### src/rtl/program_loader.sv
// Streams a program image into byte RAM from address 0 and records where the code section starts.
// Optional feature: define LOADER_CHECKSUM_EN to accumulate a mod-256 sum of accepted bytes.
module program_loader #(
  parameter int         ADDR_W    = 23,
  parameter int         MEM_BYTES = 8000000,
  parameter logic [7:0] MARKER    = 8'd14
) (
  input  logic              clk,
  input  logic              rst,
  input  logic              start,
  input  logic [7:0]        byte_data,
  input  logic              byte_valid,
  input  logic              byte_last,
  output logic              byte_ready,
  output logic [ADDR_W-1:0] mem_addr,
  output logic [7:0]        mem_wdata,
  output logic              mem_we,
  input  logic              mem_wait,
  output logic              busy,
  output logic              done,
  output logic              error,
  output logic              code_found,
  output logic [ADDR_W-1:0] code_start,
  output logic [ADDR_W-1:0] byte_count,
  output logic [7:0]        checksum
);
  typedef enum logic [2:0] {ST_IDLE, ST_LOAD, ST_FLUSH, ST_DONE, ST_ERROR} state_t;

  localparam logic [ADDR_W-1:0] MEM_LIMIT = ADDR_W'(MEM_BYTES);

  state_t            state_q, state_d;
  logic [ADDR_W-1:0] mem_addr_q, mem_addr_d;
  logic [7:0]        mem_wdata_q, mem_wdata_d;
  logic              mem_we_q, mem_we_d;
  logic [ADDR_W-1:0] byte_count_q, byte_count_d;
  logic              code_found_q, code_found_d;
  logic [ADDR_W-1:0] code_start_q, code_start_d;
  logic              stalled, room, accept, restart;

  assign stalled    = mem_we_q & mem_wait;
  assign room       = byte_count_q < MEM_LIMIT;
  assign byte_ready = (state_q == ST_LOAD) & room & ~stalled;
  assign accept     = byte_valid & byte_ready;
  assign restart    = start & ((state_q == ST_IDLE) | (state_q == ST_DONE) | (state_q == ST_ERROR));

  always_comb begin
    state_d      = state_q;
    mem_addr_d   = mem_addr_q;
    mem_wdata_d  = mem_wdata_q;
    mem_we_d     = mem_we_q;
    byte_count_d = byte_count_q;
    code_found_d = code_found_q;
    code_start_d = code_start_q;

    // The write register is independent of state so a stalled write still retires in ERROR.
    if (accept) begin
      mem_addr_d   = byte_count_q;
      mem_wdata_d  = byte_data;
      mem_we_d     = 1'b1;
      byte_count_d = byte_count_q + ADDR_W'(1);
      if (!code_found_q && (byte_data == MARKER)) begin
        code_found_d = 1'b1;
        code_start_d = byte_count_q + ADDR_W'(1);
      end
    end else if (!stalled) begin
      mem_we_d = 1'b0;
    end

    if (restart) begin
      byte_count_d = '0;
      code_found_d = 1'b0;
      code_start_d = '0;
    end

    case (state_q)
      ST_IDLE, ST_DONE, ST_ERROR: if (start) state_d = ST_LOAD;
      ST_LOAD: begin
        if (accept && byte_last)     state_d = ST_FLUSH;
        else if (byte_valid && !room) state_d = ST_ERROR;
      end
      ST_FLUSH: if (mem_we_q && !mem_wait) state_d = ST_DONE;
      default:  state_d = ST_IDLE;
    endcase
  end

  always_ff @(posedge clk or posedge rst) begin
    if (rst) begin
      state_q      <= ST_IDLE;
      mem_addr_q   <= '0;
      mem_wdata_q  <= '0;
      mem_we_q     <= 1'b0;
      byte_count_q <= '0;
      code_found_q <= 1'b0;
      code_start_q <= '0;
    end else begin
      state_q      <= state_d;
      mem_addr_q   <= mem_addr_d;
      mem_wdata_q  <= mem_wdata_d;
      mem_we_q     <= mem_we_d;
      byte_count_q <= byte_count_d;
      code_found_q <= code_found_d;
      code_start_q <= code_start_d;
    end
  end

`ifdef LOADER_CHECKSUM_EN
  logic [7:0] checksum_q, checksum_d;

  always_comb begin
    checksum_d = checksum_q;
    if (restart)     checksum_d = 8'd0;
    else if (accept) checksum_d = checksum_q + byte_data;
  end

  always_ff @(posedge clk or posedge rst) begin
    if (rst) checksum_q <= 8'd0;
    else     checksum_q <= checksum_d;
  end

  assign checksum = checksum_q;
`else
  assign checksum = 8'd0;
`endif

  assign mem_addr   = mem_addr_q;
  assign mem_wdata  = mem_wdata_q;
  assign mem_we     = mem_we_q;
  assign busy       = (state_q == ST_LOAD) | (state_q == ST_FLUSH);
  assign done       = (state_q == ST_DONE);
  assign error      = (state_q == ST_ERROR);
  assign code_found = code_found_q;
  assign code_start = code_start_q;
  assign byte_count = byte_count_q;
endmodule

### config.mk
export PLATFORM = sky130hd
export DESIGN_NAME = program_loader
export DESIGN_NICKNAME = d
export VERILOG_FILES = /design/src/rtl/program_loader.sv
export SDC_FILE = /design/constraint.sdc
export NUM_CORES = 1
export LEC_CHECK = 0
export CAP_MARGIN = 20
export CORE_MARGIN = 3
export CORE_UTILIZATION = 49
export DETAILED_ROUTE_END_ITERATION = 10
export GPL_ROUTABILITY_DRIVEN = 0
export PLACE_DENSITY = 0.82
export SLEW_MARGIN = 20
export SYNTH_ARGS = -nofsm -noshare
export SYNTH_HDL_FRONTEND = slang
export SYNTH_SLANG_ARGS = --single-unit
### constraint.sdc
create_clock -name clk -period 2.8 [get_ports clk]
set_input_delay 0.42 -clock clk [delete_from_list [all_inputs] [get_ports clk]]
set_output_delay 0.42 -clock clk [all_outputs]
set_load 0.1 [all_outputs]
== After elaboration in Yosys (flattened, before gate mapping) ==
Cells that the tools add are included.
Storage, ports and cells
  word-level logic and storage cells: 55
  register bits: 82
Cells by class
  reductions and logical operators: 13
  equal/unequal tests: 9
  magnitude comparators: 1
  bitwise logic cells: 9
  $add $sub $neg: 1
  muxes and demuxes: 15
Operators by type and width (number)
  $mux W23: 5
  $add A23 B1 Y23 const B: 1
  $lt A23 B23 Y1 const B: 1
  $mux W3: 4
  $pmux W3 S3: 1
  $eq A8 B4 Y1 const B: 1
  $eq A3 B2 Y1 const B: 2
  $and A1 B1 Y1: 5
  $mux W1: 5
  $logic_and A1 B1 Y1: 4
  $ne A2 B2 Y1 const B: 2
  $reduce_bool A2 Y1: 2
  $eq A3 B1 Y1 const B: 1
  $eq A3 B3 Y1 const B: 1
  $logic_not A1 Y1: 3
  $logic_not A3 Y1: 1
  $ne A3 B1 Y1 const B: 1
  $or A1 B1 Y1: 3
  $reduce_and A3 Y1: 1
  $reduce_or A3 Y1: 1
  $ne A2 B1 Y1 const B: 1
  $reduce_and A2 Y1: 1
  $not A1 Y1: 1

== Logic depth before layout (Yosys ltp) ==
Gate-level depths: netlist (run 1).
  depth in word-level cells: 7
  depth in mapped cells: 8
  gate-level depth less buffers: 6

== Least setup slack after synthesis (run 1) ==
No wires, ideal clock.
  path type: flip-flop to output port
  start point: register byte_count_q[10], in the netlist byte_count[10]
  end point: output byte_ready
  cell stages (with the launch flop): 8
  path slack: -650 ps
  data required time: 2380 ps
  arrival: 3030 ps
  path through: dfrtp_1 buf_2 or4_1 o211ai_2 a31o_2 buf_4 buf_2 and3_1
Between the ends
  cells in the longest elaborated chain, start to end: 3
RTL lines
  from (decl): line 35  | logic [ADDR_W-1:0] byte_count_q, byte_count_d;
  from (signal assigned): line 100  | byte_count_q <= byte_count_d;
  $lt A23 B23 Y1: line 41  | assign room = byte_count_q < MEM_LIMIT;
  $and A1 B1 Y1 (2 in series): line 42  | assign byte_ready = (state_q == ST_LOAD) & room & ~stalled;
  to (decl): line 14  | output logic byte_ready,
Every way passes these cells.

== Final worst setup path (run 1) ==
  start point: register byte_count_q[9], in the netlist byte_count[9]
  end point: output byte_ready
Same word-level chain as after synthesis.

==> results by group, run 1 <==
Run status
  • Outcome: finished clean

STA
  • Period minus WS final: 2.72 ns
  • Final period util: 97.2%
  • Setup TNS: 0 ns
  • Slew HR: 55.1%
  • Clock skew: 0.0159 ns
  • Final Slew Violations: 0
  • Least-Margin Pin Slew: 0.667 ns
  • Setup Viol. Count Final: 0
  • Achievable frequency: 367 MHz
  • Endpoints failing hold: 0
  • Unrepaired setup endpoints after global routing: no

GRT
  • Number of global-route vias before repair: 3590
  • Antenna violations before repair: 0
  • Overall Global Routing Usage: 23.3%
  • Largest net degree at the start of global routing: 75
  • Aggregate global routing overflow: 0
  • First-pass GRT wire length: 18.3 mm

Worst setup path
  • Crit. End Element: output pin
  • Top cell family by delay on the critical path: simple AND/OR/NAND/NOR gates
  • Setup CP Type: reg -> out
  • Worst EP required: 2.38 ns
  • Critical path's slowest cell: or4_1
  • Bufs and invs on worst path: 1
  • Worst Reg-to-Reg Cells: 6
  • Largest stage delay, worst path: 0.54 ns
  • Launch point of the worst path: byte_count[9]
  • Arr. time, crit path: 2.30 ns
  • Startpoint Class: flop
  • R2r endpoint: code_start[22]
  • Setup slack, reg-to-reg: 0.40 ns
  • Critical path peak fanout: 10
  • CP Cell Sequence: or4_1 -> o211ai_2 -> a31o_2 -> and3_4 -> buf_12
  • R2R Path Start: byte_count[1]

Synthesis
  • Synth Warn #: 0
  • Fraction of registers with async set/reset: 100%
  • Synth top area share: 49.1%
  • Syn_area_per_cell: 10.5 um2
  • Cells after Synth: 396
  • Area of the mapped netlist: 4180 um2
  • Biggest area consumer among synthesized cells: dfrtp_1
  • Most common flop cell mapped by yosys: dfrtp_1
  • Top cells by area, synth: dfrtp_1 49%, mux2_2 8.1%, a31oi_1 3.7%
  • Netlist cell types: 47
  • Number of synthesized register bits: 82
  • Post-synth EDFFs: 0
  • Sequential-to-total area share from yosys stat: 49.1%

Placement
  • IO Port Bufs: 96
  • Area after DPL: 5070 um2
  • Final HPWL DP: 7.78 mm

Power and ir drop
  • Static Leak: 2.38 nW
  • Psw: 0.00201 W
  • Comb pwr share: 46.0%
  • Power per Cell Area: 778 nW/um2
  • Sequential power share: 34.3%
  • Clock power frac: 19.8%
  • Switch share: 49.1%
  • Internal power: 0.00208 W
  • Worst vdd ir: 587 uV

Cells and area
  • Fin util: 63.6%
  • Nets: 500
  • Fill cells: 684
  • Multi-input logic area: 1900 um2
  • Final Cell Area: 5260 um2
  • Number of diodes: 0
  • Share of cells above drive strength 1: 35.3%
  • Total area of sequential cells: 2060 um2
  • Synth-to-layout area growth: 25.8%

Detailed routing
  • Initial DRC count: 300
  • Avg WL per Cell: 18.6 um
  • Post-route ant nets: 0
  • Routed vias/inst: 5.98
  • Post-Route WL: 11.1 mm
  • Vias post-DR: 3559
  • Detailed Routing Iterations Pass 1: 5
  • Drc violations: 0

Hold path
  • Min-Delay Path Class: in -> async

Clocking
  • H-Tree Depth: 3
  • Setup Fix Bufs, Post-CTS: 0
  • Clock slew at reported path FFs: 0.09 ns
  • Root Buffer: clkbuf_8
  • Bufs on Longest Clock Path: 2
  • CTS tree: built
  • CTS Hold Bufs: 0
  • CTS Buf Count: 9
  • Clk Latency, worst-skew pair: 0.36 ns
  • Post-CTS sizing: 0
  • CTS sink cnt: 82

Floorplanning
  • Core footprint: 8260 um2
  • Die Area: 9670 um2
  • Row count: 33
  • IO Count: 105
  • Die Ht: 98.3 um
  • Die X: 98.3 um
  • Starting Density: 50.6%

Flow run
  • Max-cap viol count: 0
## stage by stage
step | setup WS, ns | hold WS (ns) | total power, W | std cells
after floorplan | -0.181 | 0.553 | 0.00288 | 403
after global placement | 0.279 | 0.470 | 0.00326 | 579
after detailed placement | 0.196 | 0.497 | 0.00330 | 579
after CTS | 0.0846 | 0.264 | 0.00410 | 595
after global routing | 0.00193 | 0.285 | 0.00424 | 595
final | 0.0776 | 0.264 | 0.00409 | 595
## registers in the layout, indices dropped and copies added, names as in the netlist
register and flops:
code_found 1, mem_wdata 8, code_start 23, mem_we 1, byte_count 23, state_q 3
mem_addr 23
## Yosys cell counts (all sizes together) (9+ instances only)
cell type and n:
mux2 31, nor2 13, a21oi 12, a31o 9, nand2 25, nand3 12, and3 9, xnor2 16
dfrtp 82, clkbuf 23, nor3 10, a211oi 18, buf 24, nand4 11, a31oi 26
## logic make-up (layout without fill, tap and decap cells)
group | Yosys count | in the layout | synth area share [%]
AO/OA/AOI/OAI | 88 | 88 | 14.8
XOR/XNOR | 22 | 22 | 4.61
adder cells (fa/ha/maj) | 1 | 1 | 0.300
buffers and inverters | 54 | 141 | 6.44
flip-flops | 82 | 82 | 49.1
multiplexers | 39 | 39 | 10.3
other | 1 | 8 | 0.0898
AND/OR/NAND/NOR | 109 | 109 | 14.3
## how the worst max path moves through the flow
stage / to / slack, ns / depth (start not counted)
global placement: code_start[8] / 0.28 / 6
finish: byte_ready / 0.08 / 5
global route: byte_ready / 0.002 / 5
CTS: byte_ready / 0.08 / 5
floorplan: byte_ready / -0.18 / 7
detailed placement: code_start[14] / 0.20 / 6
## layer usage
metal  global-route usage (%)  share of wire (%)  vias to the layer above
li1                         -                  -                     1614
met1                     33.0                 44                     1763
met2                     36.5                 48                      161
met3                     3.71                6.6                       21
met4                     8.51                2.2                        0
met5                        0                  0                        -
## layout make-up
type | instances | share of cell area [%]
inverter | 7 | 0.524
multi-input combinational | 267 | 36.2
clock inverter | 7 | 1.10
timing repair buffer | 118 | 18.2
sequential | 82 | 39.1
clock buffer | 9 | 2.36
tap | 105 | 2.50
## power groups by stage
| stage | Combinational, W | Clock, W | Sequential [W] |
|---|---|---|---|
| detailed placement | 0.00188 | 0 | 0.00142 |
| finish | 0.00188 | 0.000808 | 0.00140 |
| floorplan | 0.000805 | 0 | 0.00208 |
| global route | 0.00196 | 0.000860 | 0.00142 |
| CTS | 0.00188 | 0.000818 | 0.00140 |
| global placement | 0.00185 | 0 | 0.00141 |
## cells in the final DEF, fill, tap and decap left out, drive strengths merged, types with 7 or more instances in the layout
cell type,instances
nor2,13
conb,8
mux2i,8
xnor2,16
or3,7
nand3,12
mux2,31
clkdlybuf4s50,13
buf,105
a21oi,12
dfrtp,82
o21ai,8
or4,7
nand4,11
nand2,25
inv,10
a211oi,18
clkbuf,9
nor3,10
and3,9
a31o,9
a31oi,26
No activity file was read; power rests on OpenSTA's default activity.
==> inputs of run 2 (changes only) <==
Settings changed: CORE_UTILIZATION 49 to 45, PLACE_DENSITY 0.82 to 0.79, SLEW_MARGIN 20 to not set.
Clock period 2.8 ns to 2.5 ns, I/O delays scaled along.
==> run 2 against run 1 <==
Via count is 1.4% higher. Sequential cell count stayed put. Clock power is 22% higher. Clock-buffer cell count stayed put. Critical path type unchanged. Largest power group unchanged.
==> results by group, run 2 (synthesis results as in run 1) <==
Run status
  • Outcome: finished clean

Worst setup path
  • R2r endpoint: byte_count[11]
  • Setup slack, reg-to-reg: 0.13 ns (-0.27 ns)
  • Launch point of the worst path: byte_count[9]
  • Startpoint Class: flop
  • Arr. time, crit path: 2.07 ns (-0.23 ns)
  • Crit. End Element: output pin
  • Worst EP required: 2.12 ns (-0.26 ns)
  • R2R Path Start: byte_count[9]
  • Worst Reg-to-Reg Cells: 7 (+1)
  • Critical path peak fanout: 2 (-8)
  • Setup CP Type: reg -> out

Clocking
  • Bufs on Longest Clock Path: 2 (unchanged)
  • CTS Buf Count: 9 (unchanged)
  • CTS Hold Bufs: 0 (unchanged)
  • Clk Latency, worst-skew pair: 0.36 ns (about the same)
  • CTS tree: built
  • CTS sink cnt: 82 (unchanged)
  • Root Buffer: clkbuf_8
  • Clock slew at reported path FFs: 0.09 ns (about the same)
  • H-Tree Depth: 3 (unchanged)

Power and ir drop
  • Psw: 0.00225 W (+12%)
  • Worst vdd ir: 654 uV (+11%)
  • Internal power: 0.00246 W (+18%)
  • Switch share: 47.8% (-1.3 points)
  • Power Total: 0.00471 W (+15%)
  • Comb pwr share: 45.9% (about the same)
  • Sequential power share: 33.2% (-1.1 points)
  • Static Leak: 2.42 nW (+2.0%)
  • Clock power frac: 21.0% (+1.2 points)
  • Power per Cell Area: 874 nW/um2 (+12%)

STA
  • Setup Viol. Count Final: 0 (unchanged)
  • Final Slew Violations: 0 (unchanged)
  • Achievable frequency: 409 MHz
  • Final period util: 97.9%
  • Slew HR: 62.6% (+7.5 points)
  • Endpoints failing hold: 0 (unchanged)
  • Least-Margin Pin Slew: 0.555 ns (-0.112 ns)
  • Final hold slack: 0.240 ns (-0.0241 ns)
  • Period minus WS final: 2.45 ns
  • Clock skew: 0.0177 ns (+0.00180 ns)
  • Unrepaired setup endpoints after global routing: no

Placement
  • Final HPWL DP: 7.75 mm (-0.41%)
  • Area after DPL: 5160 um2 (+1.8%)
  • IO Port Bufs: 96 (unchanged)

Flow run
  • Max-cap viol count: 0 (unchanged)

Cells and area
  • Commonest non-fill, non-tap cell in the layout: buf_4
  • Nets: 510 (+2.0%)
  • Synth-to-layout area growth: 29.1%
  • Final Cell Area: 5390 um2 (+2.6%)
  • Number of diodes: 0 (unchanged)
  • Most frequent cells in the layout: 111 x buf_4, 68 x dfrtp_1, 30 x mux2_2
  • Fin util: 60.9% (-2.7 points)
  • Share of cells above drive strength 1: 39.0% (+3.7 points)

GRT
  • Overall Global Routing Usage: 21.6% (-1.7 points)
  • Largest net degree at the start of global routing: 73 (-2.7%)
  • Number of global-route vias before repair: 3420 (-4.7%)
  • First-pass GRT wire length: 17.5 mm (-4.6%)
  • Antenna violations before repair: 0 (unchanged)
  • Aggregate global routing overflow: 0 (unchanged)

Floorplanning
  • IO Count: 105 (unchanged)
  • Die Area: 10500 um2 (+8.3%)
  • Starting Density: 47.2% (-3.4 points)
  • Row count: 34 (+3.0%)
  • Die Ht: 102 um (+4.1%)
  • Core footprint: 8850 um2 (+7.2%)
  • Die X: 102 um (+4.1%)

Hold path
  • Min-Delay Path Class: in -> async

Detailed routing
  • Avg WL per Cell: 18.5 um (-0.85%)
  • Post-route ant nets: 0 (unchanged)
  • Vias post-DR: 3609 (+1.4%)
  • Initial DRC count: 364 (+21%)
  • Drc violations: 0 (unchanged)
  • Detailed Routing Iterations Pass 1: 6 (+1)
  • Post-Route WL: 11.2 mm (+1.3%)
  • Routed vias/inst: 5.94 (-0.76%)
-- run 2: how the worst max path moves through the flow --
stage	end	slack (ns)	cells past startpoint
3_5_place_dp	code_start[11]	-0.02	5
3_3_place_gp	code_start[11]	0.03	5
5_1_grt	byte_ready	0.01	5
6_report	byte_ready	0.05	5
4_1_cts	byte_ready	0.01	5
2_1_floorplan	byte_ready	-0.28	7
-- run 2: through the flow --
step                      std cells  setup slack, ns  setup TNS, ns
after global placement          590           0.0331              0
after CTS                       608           0.0149              0
after floorplan                 403           -0.278          -2.60
after global routing            608          0.00994              0
after detailed placement        590          -0.0225        -0.0225
final                           608           0.0537              0
-- run 2: final cells by class --
type	instances	area [um2]
fillers	769	3460
flip-flops and latches	82	2070
multi-input cells	267	1910
repair buffers	128	1040
well taps	108	135
clock buffers	9	124
clock inverters	7	77.6
inverters	7	27.5
-- run 2: critical path: stages (launching register included) --
cell and delay (ns):
dfrtp_2 0.42, or4_1 0.54, o211ai_2 0.20, a31o_4 0.20
and3_4 0.19, buf_12 0.17
-- run 2: per-layer routing --
metal / routed length (um) / share of wire, % / GRT usage [%]
met5: 0 / 0 / 0
met4: 230 / 2.0 / 7.97
met3: 779 / 6.9 / 4.23
met2: 5530 / 49 / 35.2
met1: 4680 / 42 / 28.7
-- run 2: repair_timing --
action / in CTS / in global routing
setup endpoints to repair: 1 / 1
buffers inserted: 2 / 0
gates cloned: 0 / 0
pin swaps: 2 / 1
resized for setup: 1 / 0
-- run 2: power by group through the flow --
stage / clock network, W / logic, W / registers (W)
after floorplan: 0 / 0.000907 / 0.00233
after global placement: 0 / 0.00213 / 0.00157
after detailed placement: 0 / 0.00216 / 0.00159
after CTS: 0.00101 / 0.00217 / 0.00156
after global routing: 0.00106 / 0.00225 / 0.00158
final: 0.000987 / 0.00216 / 0.00156
==> inputs of run 3 (changes only) <==
Settings changed: CORE_ASPECT_RATIO set to 0.6.
Clock period 2.5 ns to 2.2 ns, I/O delays scaled along.
==> run 3 against run 2 <==
The run now ends with negative setup slack left. Worst hold slack improved by 0.17 ns. Global-route usage increased by 2.3 points. First-iteration DRC count decreased by 15%. Critical path depth unchanged. Power increased by 28%. Core utilization increased by 6.8 points. Via count increased by 3.7%. Wire length increased by 11%. Largest cell class unchanged. Highest routed layer unchanged.
==> results by group, run 3 (synthesis results as in run 1) <==
Run status
  • Outcome: complete, but fails checks
  • Failing checks: negative setup slack

Detailed routing
  • Detailed Routing Iterations Pass 1: 5 (-1)
  • Drc violations: 0 (unchanged)
  • Initial DRC count: 309 (-15%)
  • Post-route ant nets: 0 (unchanged)
  • Vias post-DR: 3744 (+3.7%)
  • Post-Route WL: 12.5 mm (+11%)
  • Routed vias/inst: 5.97 (+0.60%)
  • Avg WL per Cell: 19.9 um (+7.6%)

Floorplanning
  • Die X: 130 um (+27%)
  • IO Count: 105 (unchanged)
  • Row count: 26 (-24%)
  • Core footprint: 8750 um2 (-1.1%)
  • Starting Density: 47.7% (+0.53 points)
  • Die Ht: 80.6 um (-21%)
  • Die Area: 10500 um2 (+0.36%)

STA
  • Final period util: 107%
  • Final Slew Violations: 0 (unchanged)
  • Endpoints failing hold: 0 (unchanged)
  • Slew HR: 63.7% (+1.1 points)
  • Period minus WS final: 2.34 ns
  • Setup Viol. Count Final: 44 (+44)
  • Setup ws final: -0.144 ns (-0.198 ns)
  • Clock skew: 0.00745 ns (-0.0103 ns)
  • Unrepaired setup endpoints after global routing: yes
  • Least-Margin Pin Slew: 0.538 ns (-0.0167 ns)
  • Achievable frequency: 427 MHz
  • Setup TNS: -1.86 ns (-1.86 ns)

Power and ir drop
  • Sequential power share: 29.2% (-4.0 points)
  • Internal power: 0.00342 W (+39%)
  • Psw: 0.00261 W (+16%)
  • Power per Cell Area: 1020 nW/um2 (+16%)
  • Worst vdd ir: 1230 uV (+88%)
  • Power Total: 0.00604 W (+28%)
  • Clock power frac: 26.4% (+5.4 points)
  • Static Leak: 2.59 nW (+7.1%)
  • Comb pwr share: 44.4% (-1.5 points)
  • Switch share: 43.3% (-4.5 points)

Worst setup path
  • Startpoint Class: flop
  • Arr. time, crit path: 2.01 ns (-0.06 ns)
  • Critical path peak fanout: 2 (unchanged)
  • Setup CP Type: reg -> out
  • Worst EP required: 1.87 ns (-0.25 ns)
  • Crit. End Element: output pin

Clocking
  • CTS tree: built
  • CTS sink cnt: 82 (unchanged)
  • Clock slew at reported path FFs: 0.06 ns (-0.03 ns)
  • H-Tree Depth: 3 (unchanged)
  • Bufs on Longest Clock Path: 2 (unchanged)
  • CTS Buf Count: 9 (unchanged)
  • Clk Latency, worst-skew pair: 0.34 ns (-0.02 ns)
  • Root Buffer: clkbuf_16

GRT
  • Largest net degree at the start of global routing: 55 (-25%)
  • Number of global-route vias before repair: 3644 (+6.5%)
  • Aggregate global routing overflow: 0 (unchanged)
  • Overall Global Routing Usage: 23.9% (+2.3 points)
  • Antenna violations before repair: 0 (unchanged)
  • First-pass GRT wire length: 19.2 mm (+9.7%)

Placement
  • IO Port Bufs: 96 (unchanged)
  • Placed insts: 604 (+2.4%)
  • Final HPWL DP: 8.67 mm (+12%)
  • Area after DPL: 5450 um2 (+5.5%)
  • Pre-CTS WS: -0.295 ns (-0.273 ns)

Cells and area
  • Nets: 525 (+2.9%)
  • Commonest non-fill, non-tap cell in the layout: buf_4
  • Fill cells: 661 (-14%)
  • Synth-to-layout area growth: 42.0%
  • Final Cell Area: 5930 um2 (+10%)
  • Multi-input logic area: 2060 um2 (+7.5%)
  • Finished Layout Cells: 627 (+3.1%)
  • Share of cells above drive strength 1: 45.4% (+6.4 points)
  • Most frequent cells in the layout: 113 x buf_4, 60 x dfrtp_1, 30 x mux2_2
  • Total area of sequential cells: 2080 um2 (+0.48%)
  • Number of diodes: 0 (unchanged)

Flow run
  • Max-cap viol count: 0 (unchanged)

Hold path
  • Min-Delay Path Class: in -> async
-- run 3: cell types whose count changed in the layout (fill, tap and decap cells not counted), sizes merged --
cell / change
buf: +14
bufinv: +1
clkbuf: +5
clkinv: -4
inv: -1
-- run 3: area by class of cell --
cell class                      count  share of cell area, %
Sequential cell                    82                   35.1
Multi-Input combinational cell    267                   34.7
Timing Repair Buffer              143                   22.1
Clock buffer                       13                   4.22
Tap cell                          112                   2.36
Clock inverter                      3                   1.10
Inverter                            7                  0.506
-- run 3: power groups by stage --
stage	sequential [W]	clock [W]	combinational, W
final	0.00176	0.00159	0.00268
after global routing	0.00178	0.00167	0.00278
after CTS	0.00176	0.00162	0.00266
after detailed placement	0.00179	0	0.00265
after global placement	0.00178	0	0.00261
after floorplan	0.00266	0	0.00108
-- run 3: critical path: stages (launching register included) --
cell      delay, ns
dfrtp_2        0.40
or4_4          0.54
o211ai_4       0.19
a31o_4         0.18
and3_4         0.19
buf_12         0.17
-- run 3: stage by stage --
| stage | hold WS [ns] | utilization, % |
|---|---|---|
| global placement | 0.477 | 62.3 |
| floorplan | 0.463 | - |
| detailed placement | 0.489 | 62.3 |
| finish | 0.408 | 67.8 |
| CTS | 0.408 | 66.7 |
| global route | 0.422 | 67.8 |
-- run 3: what timing repair did --
| item | 4_1_cts | 5_1_grt |
|---|---|---|
| gates cloned | 1 | 1 |
| buffers inserted | 3 | 2 |
| endpoints found under the hold margin | 0 | 0 |
| resized for setup | 4 | 11 |
| setup endpoints to repair | 2 | 71 |
| hold buffers | 0 | 0 |
| pin swaps | 5 | 1 |
-- run 3: per-layer routing --
layer  up-vias  global-route usage [%]  share of wire [%]
li1       1673                       -                  -
met1      1839                    34.8                 46
met2       221                    34.8                 43
met3        11                    7.24                 11
met4         0                    5.85               0.80
met5         -                       0                  0
-- run 3: path summary, 6_finish.rpt --
path                                startpoint  slack (ns)  cells after the start        endpoint
worst max-delay path            byte_count[13]       -0.14                      5      byte_ready
worst min-delay path                       rst        0.41                      3  code_start[21]
worst max register to register  byte_count[13]       -0.07                      7    mem_wdata[6]
worst min register to register     mem_addr[6]        0.49                      1     mem_addr[6]
max in group asynchronous                  rst        1.48                      3  byte_count[14]
min in group clk                   mem_addr[6]        0.49                      1     mem_addr[6]
